--- src/rtl/markov_predictor.sv ---
// Markov-chain opponent model for rock-paper-scissors. Saturating transition counts indexed by
// the last HIST rounds predict the player's next move; the CPU choice is the move that beats it.
module markov_predictor #(
  parameter int HIST    = 1,
  parameter int USE_CPU = 1,
  parameter int CNT_W   = 6
) (
  input  logic       clock,
  input  logic       reset,
  input  logic       clear,
  input  logic       move_valid,
  output logic       move_ready,
  input  logic [1:0] move,
  input  logic [1:0] cpu_move,
  output logic       pred_valid,
  output logic [1:0] predicted,
  output logic [1:0] choice,
  output logic       move_err
);

  localparam int unsigned RADIX = (USE_CPU != 0) ? 9 : 3;
  localparam int unsigned N_CTX = RADIX ** HIST;
  localparam int unsigned N_LOW = N_CTX / RADIX;
  localparam int          CTX_W = $clog2(N_CTX);
  localparam logic [CNT_W-1:0] MAX_CNT = '1;

  typedef enum logic [2:0] {
    S_INIT,
    S_IDLE,
    S_UPD,
    S_PRED,
    S_DONE
  } state_t;

  function automatic logic [1:0] inc3(input logic [1:0] v);
    return (v == 2'd2) ? 2'd0 : v + 2'd1;
  endfunction

  state_t           r_state;
  state_t           w_next_state;
  logic [CTX_W-1:0] r_init_row;
  logic [CTX_W-1:0] r_ctx;
  logic [CTX_W-1:0] w_new_ctx;
  logic [1:0]       r_mv;
  logic [1:0]       r_cm;
  logic [1:0]       r_tie_ptr;
  logic [1:0]       r_rr;
  logic [1:0]       r_predicted;
  logic [1:0]       r_choice;
  logic             r_move_err;
  logic [CNT_W-1:0] r_table [N_CTX][3];
  logic [CNT_W-1:0] w_cur_row [3];
  logic [CNT_W-1:0] w_upd_row [3];
  logic [CNT_W-1:0] w_max;
  logic [1:0]       w_p0;
  logic [1:0]       w_p1;
  logic [1:0]       w_p2;
  logic [1:0]       w_pick;
  logic [3:0]       w_sym;
  logic             w_restart;
  logic             w_illegal;
  logic             w_handshake;
  logic             w_accept;
  logic             w_sat;

  assign w_restart   = !reset || clear;
  assign w_illegal   = (move == 2'd3) || ((USE_CPU != 0) && (cpu_move == 2'd3));
  assign w_handshake = move_valid && (r_state == S_IDLE);
  assign w_accept    = w_handshake && !w_illegal;

  // Round symbol is one base-RADIX digit; the oldest digit falls off the top of the context.
  assign w_sym     = (USE_CPU != 0) ? (4'(r_mv) * 4'd3 + 4'(r_cm)) : 4'(r_mv);
  assign w_new_ctx = CTX_W'((32'(r_ctx) % N_LOW) * RADIX + 32'(w_sym));

  // NOTE: synchronous restart; clear is folded into reset so both take exactly the same path.
  always_ff @(posedge clock) begin
    if (w_restart) r_state <= S_INIT;
    else           r_state <= w_next_state;
  end

  // NOTE: every variable gets a default first so no path through the block infers a latch.
  always_comb begin
    w_next_state = r_state;
    case (r_state)
      S_INIT:  if (r_init_row == CTX_W'(N_CTX - 1)) w_next_state = S_IDLE;
      S_IDLE:  if (w_accept) w_next_state = S_UPD;
      S_UPD:   w_next_state = S_PRED;
      S_PRED:  w_next_state = S_DONE;
      S_DONE:  w_next_state = S_IDLE;
      default: w_next_state = S_INIT;
    endcase
  end

  always_comb begin
    move_ready = 1'b0;
    pred_valid = 1'b0;
    case (r_state)
      S_IDLE:  move_ready = 1'b1;
      S_DONE:  pred_valid = 1'b1;
      default: ;
    endcase
  end

  assign predicted = r_predicted;
  assign choice    = r_choice;
  assign move_err  = r_move_err;

  // UPD and PRED both work on the row selected by r_ctx (old context, then new context).
  always_comb begin
    for (int k = 0; k < 3; k++) w_cur_row[k] = r_table[r_ctx][k];
  end

  assign w_sat = (w_cur_row[r_mv] == MAX_CNT);

  always_comb begin
    for (int k = 0; k < 3; k++) begin
      w_upd_row[k] = w_sat ? (w_cur_row[k] >> 1) : w_cur_row[k];
      if (2'(k) == r_mv) w_upd_row[k] = w_upd_row[k] + CNT_W'(1);
    end
  end

  // Argmax with a rotating tie-break start; an empty row falls back to the free-running rr.
  always_comb begin
    w_max = w_cur_row[0];
    if (w_cur_row[1] > w_max) w_max = w_cur_row[1];
    if (w_cur_row[2] > w_max) w_max = w_cur_row[2];
    w_p0 = r_tie_ptr;
    w_p1 = inc3(w_p0);
    w_p2 = inc3(w_p1);
    if (w_max == '0)                  w_pick = r_rr;
    else if (w_cur_row[w_p0] == w_max) w_pick = w_p0;
    else if (w_cur_row[w_p1] == w_max) w_pick = w_p1;
    else                               w_pick = w_p2;
  end

  always_ff @(posedge clock) begin
    if (w_restart) begin
      r_init_row  <= '0;
      r_ctx       <= '0;
      r_mv        <= 2'd0;
      r_cm        <= 2'd0;
      r_tie_ptr   <= 2'd0;
      r_rr        <= 2'd0;
      r_predicted <= 2'd0;
      r_choice    <= 2'd1;
      r_move_err  <= 1'b0;
    end else begin
      r_rr       <= inc3(r_rr);
      r_move_err <= w_handshake && w_illegal;
      case (r_state)
        S_INIT: r_init_row <= r_init_row + CTX_W'(1);
        S_IDLE: begin
          if (w_accept) begin
            r_mv <= move;
            r_cm <= cpu_move;
          end
        end
        S_UPD:  r_ctx <= w_new_ctx;
        S_PRED: begin
          r_predicted <= w_pick;
          r_choice    <= inc3(w_pick);
          r_tie_ptr   <= inc3(r_tie_ptr);
        end
        default: ;
      endcase
    end
  end

  // NOTE: the table has no reset; INIT walks every row to zero, so it stays plain storage.
  always_ff @(posedge clock) begin
    if (!w_restart) begin
      if (r_state == S_INIT) begin
        for (int k = 0; k < 3; k++) r_table[r_init_row][k] <= '0;
      end else if (r_state == S_UPD) begin
        for (int k = 0; k < 3; k++) r_table[r_ctx][k] <= w_upd_row[k];
      end
    end
  end

endmodule
--- config.mk ---
export PLATFORM = sky130hd
export DESIGN_NAME = markov_predictor
export DESIGN_NICKNAME = d
export VERILOG_FILES = /design/src/rtl/markov_predictor.sv
export SDC_FILE = /design/constraint.sdc
export NUM_CORES = 1
export LEC_CHECK = 0
export BUFFER_PORTS_ARGS = -buffer_cell sky130_fd_sc_hd__buf_4
export CORE_UTILIZATION = 50
export DETAILED_ROUTE_END_ITERATION = 16
export PLACE_DENSITY = 0.66
export SLEW_MARGIN = 10
export SYNTH_ARGS = -nofsm -noshare
export SYNTH_HDL_FRONTEND = slang
export SYNTH_SLANG_ARGS = --single-unit
--- constraint.sdc ---
create_clock -name clock -period 10.7 [get_ports clock]
set_clock_uncertainty 0.15 [all_clocks]
set_input_delay 2.14 -clock clock [delete_from_list [all_inputs] [get_ports clock]]
set_output_delay 2.14 -clock clock [all_outputs]
set_load 0.05 [all_outputs]
# Yosys cells after proc, flatten, opt, wreduce, memory -nomap -nowiden
# Memories as Yosys holds them, arrays and structs flattened. A register that Yosys moved wholly into a read port is not among the register bits.
# Cells that the tools add are included.
dict set report totals {
  register_bits 24
  ramBits 162
  inputBits 8
  out_inout_bits 7
  word_cells 101
  n_memories 1
}
# name words width rd rd_clocked_by_memory_dff write_ports line
set memory_table {}
lappend memory_table {r_table 9 18 1 1 1 51} ;# logic [CNT_W-1:0] r_table [N_CTX][3];
dict set report op_classes {
  n_addsub 9
  multipliers 1
  n_lt_le_gt_ge 5
  eq_ne 18
  n_mux 40
  n_bitwise 3
  reduce_logical 14
}
# operator count
set ops {}
lappend ops {{$mux W6} 14}
lappend ops {{$bmux W6 S2} 3}
lappend ops {{$add A6 B1 Y6 const B} 3}
lappend ops {{$mux W18} 1}
lappend ops {{$reduce_or A18 Y1} 1}
lappend ops {{$pmux W3 S5} 1}
lappend ops {{$eq A2 B2 Y1 const B} 6}
lappend ops {{$eq A6 B6 Y1} 2}
lappend ops {{$gt A6 B6 Y1} 2}
lappend ops {{$mux W2} 6}
lappend ops {{$mux W4} 3}
lappend ops {{$mux W1} 10}
lappend ops {{$ge A3 B3 Y1 const B} 3}
lappend ops {{$not A2 Y3} 3}
lappend ops {{$add A2 B1 Y2 const B} 4}
lappend ops {{$eq A3 B2 Y1 const B} 2}
lappend ops {{$eq A6 B6 Y1 const B} 1}
lappend ops {{$logic_not A6 Y1} 1}
lappend ops {{$mux W3} 2}
lappend ops {{$add A4 B1 Y4 const B} 1}
lappend ops {{$add A4 B2 Y4} 1}
lappend ops {{$eq A4 B4 Y1 const B} 1}
lappend ops {{$mul A2 B2 Y4 const B} 1}
lappend ops {{$ne A2 B2 Y1 const B} 2}
lappend ops {{other kinds (11)} 16}

# Depth between registers and ports, before layout
# Gate-level depths: netlist (run 1).
dict set report depth {
  depth_word 12
  ltp_mapped 26
  depth_no_buf 22
}

# Least setup slack after synthesis (run 1)
# No wires, ideal clock.
dict set report synth_timing {
  path_type {register to register}
  start {register with a tool-made name}
  end {register r_choice[1], in the netlist choice[1]}
  setup_time_ps 87
  arrival_ps 5641
  t_required_ps 10463
  path_slack_ps 4822
  stages_incl_launch_ff 23
  path_buffers 1
  synth_period_minus_slack_ps 5878
  path_cell_list {dfxtp_1 buf_6 mux4_1 nand2b_1 a21boi_1 inv_1 ha_1 nand4_1 a21oi_1 o31ai_1 mux2_2 ha_1 nand3_1 a21boi_0 o32ai_1 o221ai_1 and3_1 nor4_1 nand4_1 mux2i_1 a21oi_1 a21oi_1 o31ai_1}
}
# element line
set synth_lines {}
lappend synth_lines {{end signal: assignment} 161} ;# r_choice <= inc3(w_pick);
lappend synth_lines {{end: declaration} 49} ;# logic [1:0] r_choice;

==> results by group, run 1 <==
Layout
  – Final instance area: 10290 sq um
  – Share of cells above drive strength 1: 0.1350
  – Non-Filler Instances: 992
  – Antenna cell count: 0
  – P&R area growth vs syn: 10.05%
  – Fin nets: between 700 and 800

STA
  – Final Cycle Share: 0.7385
  – Worst Max-Slew Pin Slew: about 1.0 ns
  – RSZ-0062 raised after global routing: no
  – Final Max Slew Viols: 0
  – Final min period: 7.902 ns
  – Worst slew margin: 0.3300
  – Fin. Hold Viols: 0
  – Peak Freq: 0.1266 GHz
  – Setup TNS: 0 ns
  – Final worst setup slack: 2.798 ns
  – # setup viols final: 0

Synthesis
  – Simple-gate share of the synthesized area: 0.1113
  – Number of flops mapped to enable cells by yosys: 162
  – Syn_area_per_cell: 12.79 sq um
  – Sequential element share of the synthesized area: 0.5803
  – Syn Nets: 764
  – Yosys top cell area share: 0.5203
  – Post-synthesis xor/xnor area fraction: 0.01780
  – Synth Warn #: 0
  – Synth Cell Area: roughly 9300 sq um
  – Adder-cell share of the synthesized area: 0.03506
  – Commonest cells in the netlist: edfxtp_1, nor2_1, mux2i_1
  – Synth cell types: 76
  – Area leader, netlist: edfxtp_1
  – Post-synth ARST share: 0
  – Largest family of logic cells by synthesized area: compound AO/OA/AOI/OAI gates
  – Cells after synthesis: ~730
  – Mux contribution to synthesized area: 0.1113
  – Post-synthesis register bit count: 190
  – Area contributors post-synth: edfxtp_1, mux2i_1, dfxtp_1, ha_1, nor2_1
  – Compound-Gate Fraction of Synth Area: 0.1134
  – Top FF cell, synth: edfxtp_1
  – Top-count cell post-synth: edfxtp_1

Place
  – Placed insts: 961
  – Detailed placement HPWL: 14.32 mm
  – # port buffers: 14
  – Dpl cell area: 9732 sq um
  – Gpl congestion: around 0.88
  – Pre-CTS WS: around 2.9 ns

Power and ir drop
  – PwrDens: 143.3 nW/um^2
  – Switching Fraction: 0.2327
  – Switching pwr: 0.3430 mW
  – Cell Int Power: 1.131 mW
  – Flop pwr share: 0.542
  – Maximum vdd drop: 107.9 uV
  – Comb pwr share: 0.053
  – Overall power consumption: about 1.5 mW
  – Clk pwr share: 0.405
  – P_leak: 3.259 nW

Die
  – Die Ht: 138.7 um
  – Initial Utilization: 0.5152
  – Die width: between 100 and 150 um
  – I/O pin count: 15
  – Row Count: 49
  – Core area: 18150 sq um
  – Die area: 19250 sq um

Run
  – Max Cap Viol: 0

Detailed routing
  – DRC Markers: 0
  – Drt total wl: 21.89 mm
  – Starting DRC count in detailed routing: 444
  – Via Count: 6043
  – First drt pass iteration count: 5
  – Wire per inst: about 22 um
  – Via/cell ratio: 6.092
  – DRT antenna net count: 0

Global route
  – Congestion Overflow GR: 0
  – Met2 GRT Util: 0.3967
  – Gr busiest metal: met2
  – Initial antenna violation count: 0
  – Met3 usage: 0.03695
  – First-pass GRT wire length: ~34 mm
  – Vias in the first global route: 6139
  – Largest net degree at the start of global routing: 41
  – Met1 Use GR: 0.3234
  – Total Routing Usage GR: 0.2381

Setup path
  – Worst Path Arrival: 8.08 ns
  – Cell Chain, Critical Path: buf_4, mux4_1, nand2b_1, a21boi_1, inv_1, ha_1, nand4_1, a21oi_1, o31ai_1, mux2_2, ha_1, nand3_1, a21boi_0, o32ai_1, o221ai_1, o211a_1, nor4_1, nand4_1, mux2i_1, a21oi_1, a21oi_1, a211oi_1
  – Crit Path Max Fanout: 38
  – CP max stage delay: 0.77 ns
  – Slowest library cell on the worst path: o31ai_1
  – CP required: 10.88 ns
  – WP buf/inv: 2
  – Type of the worst setup path: register to register
  – Top delay family on crit path: compound AO/OA/AOI/OAI gates
  – Crit end category: register
  – Startpoint types: register
  – Most numerous cell on the critical path: a21oi_1

CTS
  – Post-CTS sizing: 0
  – CTS tree: built
  – Clk root buf: clkbuf_16
  – H-Tree Depth: 4
  – Clock Pin Slew Worst Setup and Hold Paths: 0.07 ns
  – Clk_lat worst skew: around 0.44 ns
  – CTS buffer count: 17
  – CTS Hold Bufs: 0
  – Setup bufs post-CTS: 0
  – Clock Sink Count: 190
  – Clk buf depth: 2

Outcome
  – Status: finished clean

Hold path
  – Worst hold-check path type: register to register
-- cell usage in the layout (no fill, tap or decap), drive strengths merged, types with 5 or more instances in the layout --
cell type and n:
nor3b 6, edfxtp 162, nand4 7, nor2b 12
a21oi 27, nand3 13, clkbuf 17, mux4 14
nor3 22, buf 32, a22o 8, a211oi 5
o21ai 16, nand2b 13, nand2 49, mux2i 62
o31ai 7, xnor2 13, mux2 7, a221oi 14
and2 11, clkinv 7, a31oi 10, ha 23
a22oi 7, inv 31, nor2 69, dfxtp 28
xor2 6
-- power by group through the flow --
stage | clock (mW) | combinational (mW) | sequential (mW)
4_1_cts | 0.604 | 0.0768 | 0.799
6_report | 0.597 | 0.0776 | 0.799
5_1_grt | 0.633 | 0.0855 | 0.799
3_3_place_gp | 0 | 0.0756 | 0.815
3_5_place_dp | 0 | 0.0762 | 0.816
2_1_floorplan | 0 | 0.0562 | 0.815
-- cell families (layout without fill, tap and decap cells) --
group                      Yosys count  in the layout
AOI/OAI and AO/OA                  137            137
xor gates and xnor gates            19             19
adders and majority gates           25             25
buffers and inverters               59             91
DFF                                190            190
muxes                               83             83
and+or+nand+nor                    218            218
-- sequential cells by signal, indices dropped and copies added (netlist names), named ones only --
register    flops
r_cm            2
r_tie_ptr       2
choice          2
r_rr            2
r_ctx           4
r_mv            2
move_err        1
predicted       2
r_init_row      4
r_table       162
r_state         3
-- worst register-to-register path: cells and delay by family (launching register included) --
kind | cells | cell delay, ns
flops | 1 | 0.68
buf+inv | 2 | 0.86
simple gates | 5 | 0.92
fa+ha+maj | 2 | 0.66
mux | 3 | 1.25
compound gates | 10 | 3.30
-- metal layers --
layer	routed length [um]	vias to the layer above
li1	-	2843
met1	10030	3000
met2	10490	169
met3	960	31
met4	408	0
met5	0	-
-- final timing paths --
path	startpoint	endpoint	slack [ns]	cells past startpoint
max	register	predicted[0]	2.80	22
min	r_rr[0]	r_rr[0]	0.27	1
min reg2reg	r_rr[0]	r_rr[0]	0.27	1
max reg2reg	register	predicted[0]	2.80	22
-- metrics by stage --
step | hold slack, ns | utilization
detailed placement | 0.2644 | 0.5363
CTS | 0.2747 | 0.5669
global placement | 0.2572 | 0.5363
finish | 0.2719 | 0.5669
global route | 0.3043 | 0.5669
floorplan | 0.2505 | -
-- area by class of cell --
| cell class | count | area [sq um] |
|---|---|---|
| multi-input cells | 482 | 3674 |
| clock inverters | 14 | 131.4 |
| well taps | 229 | 286.5 |
| flip-flops and latches | 190 | 5426 |
| repair buffers | 32 | 240.2 |
| inverters | 28 | 105.1 |
| clock buffers | 17 | 425.4 |
| fillers | 1482 | 7859 |
Power figures use the tool's default switching activity.
==> inputs of run 2 (changes only) <==
clock period = 8.2 ns   (was 10.7 ns; I/O delays follow)
==> results by group, run 2 (synthesis gave the netlist of run 1 again) <==
Layout
  – Fillers: 1471 (was 1482)
  – Most frequent cells in the layout: edfxtp_1, nor2_1, mux2i_1, nand2_1, buf_4 (unchanged)
  – Share of cells above drive strength 1: 0.1391 (was 0.1350)
  – Largest register by flop count: r_table (unchanged)
  – Largest regs: r_table (162), r_ctx (4), r_init_row (4) (unchanged)
  – Non-Filler Instances: 998 (was 992)
  – Fin nets: 789 (was 784)
  – Antenna cell count: 0 (unchanged)
  – Leading cell type in the layout, fill and taps excluded: edfxtp_1 (unchanged)
  – P&R area growth vs syn: 11.11% (was 10.05%)
  – Max reg flops: 162 (unchanged)

CTS
  – CTS tree: built (unchanged)
  – Clock Sink Count: 190 (unchanged)
  – Post-CTS sizing: 0 (unchanged)
  – Clk root buf: clkbuf_16 (unchanged)
  – CTS buffer count: 17 (unchanged)
  – Clk_lat worst skew: 0.43 ns (was 0.44 ns)
  – H-Tree Depth: 4 (unchanged)
  – Clock Pin Slew Worst Setup and Hold Paths: 0.07 ns (about the same)
  – CTS Hold Bufs: 0 (unchanged)
  – Setup bufs post-CTS: 0 (unchanged)
  – Clk buf depth: 2 (unchanged)

Setup path
  – Type of the worst setup path: register to register (unchanged)
  – CP required: 8.39 ns (was 10.88 ns)
  – Endpoint of the worst register-to-register path: choice[1] (was predicted[0])
  – CP max stage delay: 0.77 ns (about the same)
  – WP buf/inv: 2 (unchanged)
  – Worst r2r path cells: 22 (unchanged)
  – Most numerous cell on the critical path: a21oi_1 (unchanged)
  – Crit end category: register (unchanged)
  – CP Capture Point: choice[1] (was predicted[0])
  – Startpoint types: register (unchanged)
  – Slowest library cell on the worst path: o32ai_1 (was o31ai_1)
  – Cell Chain, Critical Path: buf_12, mux4_1, nor2b_1, o21a_1, inv_1, ha_1, nand4_1, a21oi_1, o31ai_1, mux2_2, ha_1, nand3_1, a21boi_0, o32ai_1, o221ai_1, o211a_1, nor4_1, nand4_1, mux2i_1, a21oi_1, a21oi_1, o31ai_1 (was buf_4, mux4_1, nand2b_1, a21boi_1, inv_1, ha_1, nand4_1, a21oi_1, o31ai_1, mux2_2, ha_1, nand3_1, a21boi_0, o32ai_1, o221ai_1, o211a_1, nor4_1, nand4_1, mux2i_1, a21oi_1, a21oi_1, a211oi_1)
  – Cell count along the critical path: 22 (unchanged)
  – Reg2reg setup slack: 0.90 ns (was 2.80 ns)
  – Crit Path Max Fanout: 26 (was 38)
  – Worst Path Arrival: 7.49 ns (was 8.08 ns)
  – Top delay family on crit path: compound AO/OA/AOI/OAI gates (unchanged)

STA
  – Peak Freq: 0.1370 GHz (was 0.1266 GHz)
  – RSZ-0062 raised after global routing: no (unchanged)
  – Worst slew margin: 0.3212 (was 0.3300)
  – Final Cycle Share: 0.8899 (was 0.7385)
  – Final Max Slew Viols: 0 (unchanged)
  – Final min period: 7.298 ns (was 7.902 ns)
  – Setup TNS: 0 ns (unchanged)
  – Worst Max-Slew Pin Slew: 1.018 ns (was 1.005 ns)
  – # setup viols final: 0 (unchanged)
  – Fin. Hold Viols: 0 (unchanged)

Detailed routing
  – Drt total wl: 22.50 mm (was 21.89 mm)
  – DRC Markers: 0 (unchanged)
  – DRT antenna net count: 0 (unchanged)
  – Via/cell ratio: 6.207 (was 6.092)
  – First drt pass iteration count: 5 (unchanged)
  – Wire per inst: 22.55 um (was 22.06 um)
  – Starting DRC count in detailed routing: 560 (was 444)
  – Via Count: 6195 (was 6043)

Global route
  – Vias in the first global route: 6224 (was 6139)
  – Congestion Overflow GR: 0 (unchanged)
  – Largest net degree at the start of global routing: 27 (was 41)
  – Initial antenna violation count: 0 (unchanged)
  – First-pass GRT wire length: 35.22 mm (was 34.44 mm)
  – Total Routing Usage GR: 0.2449 (was 0.2381)

Die
  – I/O pin count: 15 (unchanged)
  – Initial Utilization: 0.5152 (unchanged)
  – Die Ht: 138.7 um (unchanged)
  – Die width: 138.7 um (unchanged)
  – Core area: 18150 sq um (unchanged)
  – Row Count: 49 (unchanged)
  – Die area: 19250 sq um (unchanged)

Place
  – Placed insts: 966 (was 961)
  – # port buffers: 14 (unchanged)
  – Detailed placement HPWL: 14.99 mm (was 14.32 mm)
  – Gpl congestion: 0.9113 (was 0.8836)

Power and ir drop
  – Clk pwr share: 0.424 (was 0.405)
  – PwrDens: 191.5 nW/um^2 (was 143.3 nW/um^2)
  – Comb pwr share: 0.051 (was 0.053)
  – Cell Int Power: 1.542 mW (was 1.131 mW)
  – P_leak: 3.313 nW (was 3.259 nW)
  – Maximum vdd drop: 154.9 uV (was 107.9 uV)
  – Switching Fraction: 0.2251 (was 0.2327)
  – Flop pwr share: 0.524 (was 0.542)
  – Switching pwr: 0.4478 mW (was 0.3430 mW)
  – Overall power consumption: 1.989 mW (was 1.474 mW)

Run
  – Max Cap Viol: 0 (unchanged)

Hold path
  – Worst hold-check path type: register to register (unchanged)
  – Hold wc startpoint: r_rr[0] (unchanged)

Outcome
  – Status: finished clean (unchanged)
run 2: cell count changes in the layout (fill, tap and decap cells not counted), moves of 2 or more:
cell	before	now
inv_8	1	5
inv_6	3	0
buf_4	32	36
bufinv_16	0	2
run 2: per-stage QoR:
stage                     instance area, sq um  hold slack (ns)  utilization  worst slack, ns
after CTS                                10390           0.2951       0.5724           0.9613
after global routing                     10390           0.3253       0.5724           0.2999
after floorplan                           9349           0.2505            -            2.322
after detailed placement                  9782           0.2850       0.5390            1.032
after global placement                    9782           0.2580       0.5390            1.218
final                                    10390           0.2922       0.5724           0.9024
run 2: area by class of cell:
class | count | area (sq um) | share of cell area
Inverter | 28 | 105.1 | 0.01012
Sequential cell | 190 | 5426 | 0.5224
Multi-Input combinational cell | 482 | 3674 | 0.3536
Clock inverter | 14 | 176.4 | 0.01698
Clock buffer | 18 | 429.2 | 0.04132
Timing Repair Buffer | 37 | 290.3 | 0.02794
Tap cell | 229 | 286.5 | 0.02758
run 2: worst min-delay path by stage:
stage / cells after the start / slack [ns] / endpoint
global route: 1 / 0.33 / r_rr[0]
floorplan: 1 / 0.25 / r_rr[0]
CTS: 1 / 0.30 / r_rr[0]
global placement: 1 / 0.26 / r_rr[0]
detailed placement: 1 / 0.29 / r_rr[0]
finish: 1 / 0.29 / r_rr[0]
run 2: per-layer routing:
layer  track usage  vias to the layer above  wire length [um]
met1        0.3288                     3133              9819
met3       0.04213                       24              1154
met2        0.4064                      174             11160
met4       0.08070                        0               368
met5             0                        -                 0
li1              -                     2864                 -
run 2: power by group through the flow:
| stage | sequential (mW) | clock (mW) | combinational [mW] |
|---|---|---|---|
| 6_report | 1.04 | 0.844 | 0.102 |
| 5_1_grt | 1.04 | 0.893 | 0.113 |
| 4_1_cts | 1.04 | 0.858 | 0.101 |
| 3_5_place_dp | 1.06 | 0 | 0.101 |
| 3_3_place_gp | 1.06 | 0 | 0.0992 |
| 2_1_floorplan | 1.06 | 0 | 0.0733 |
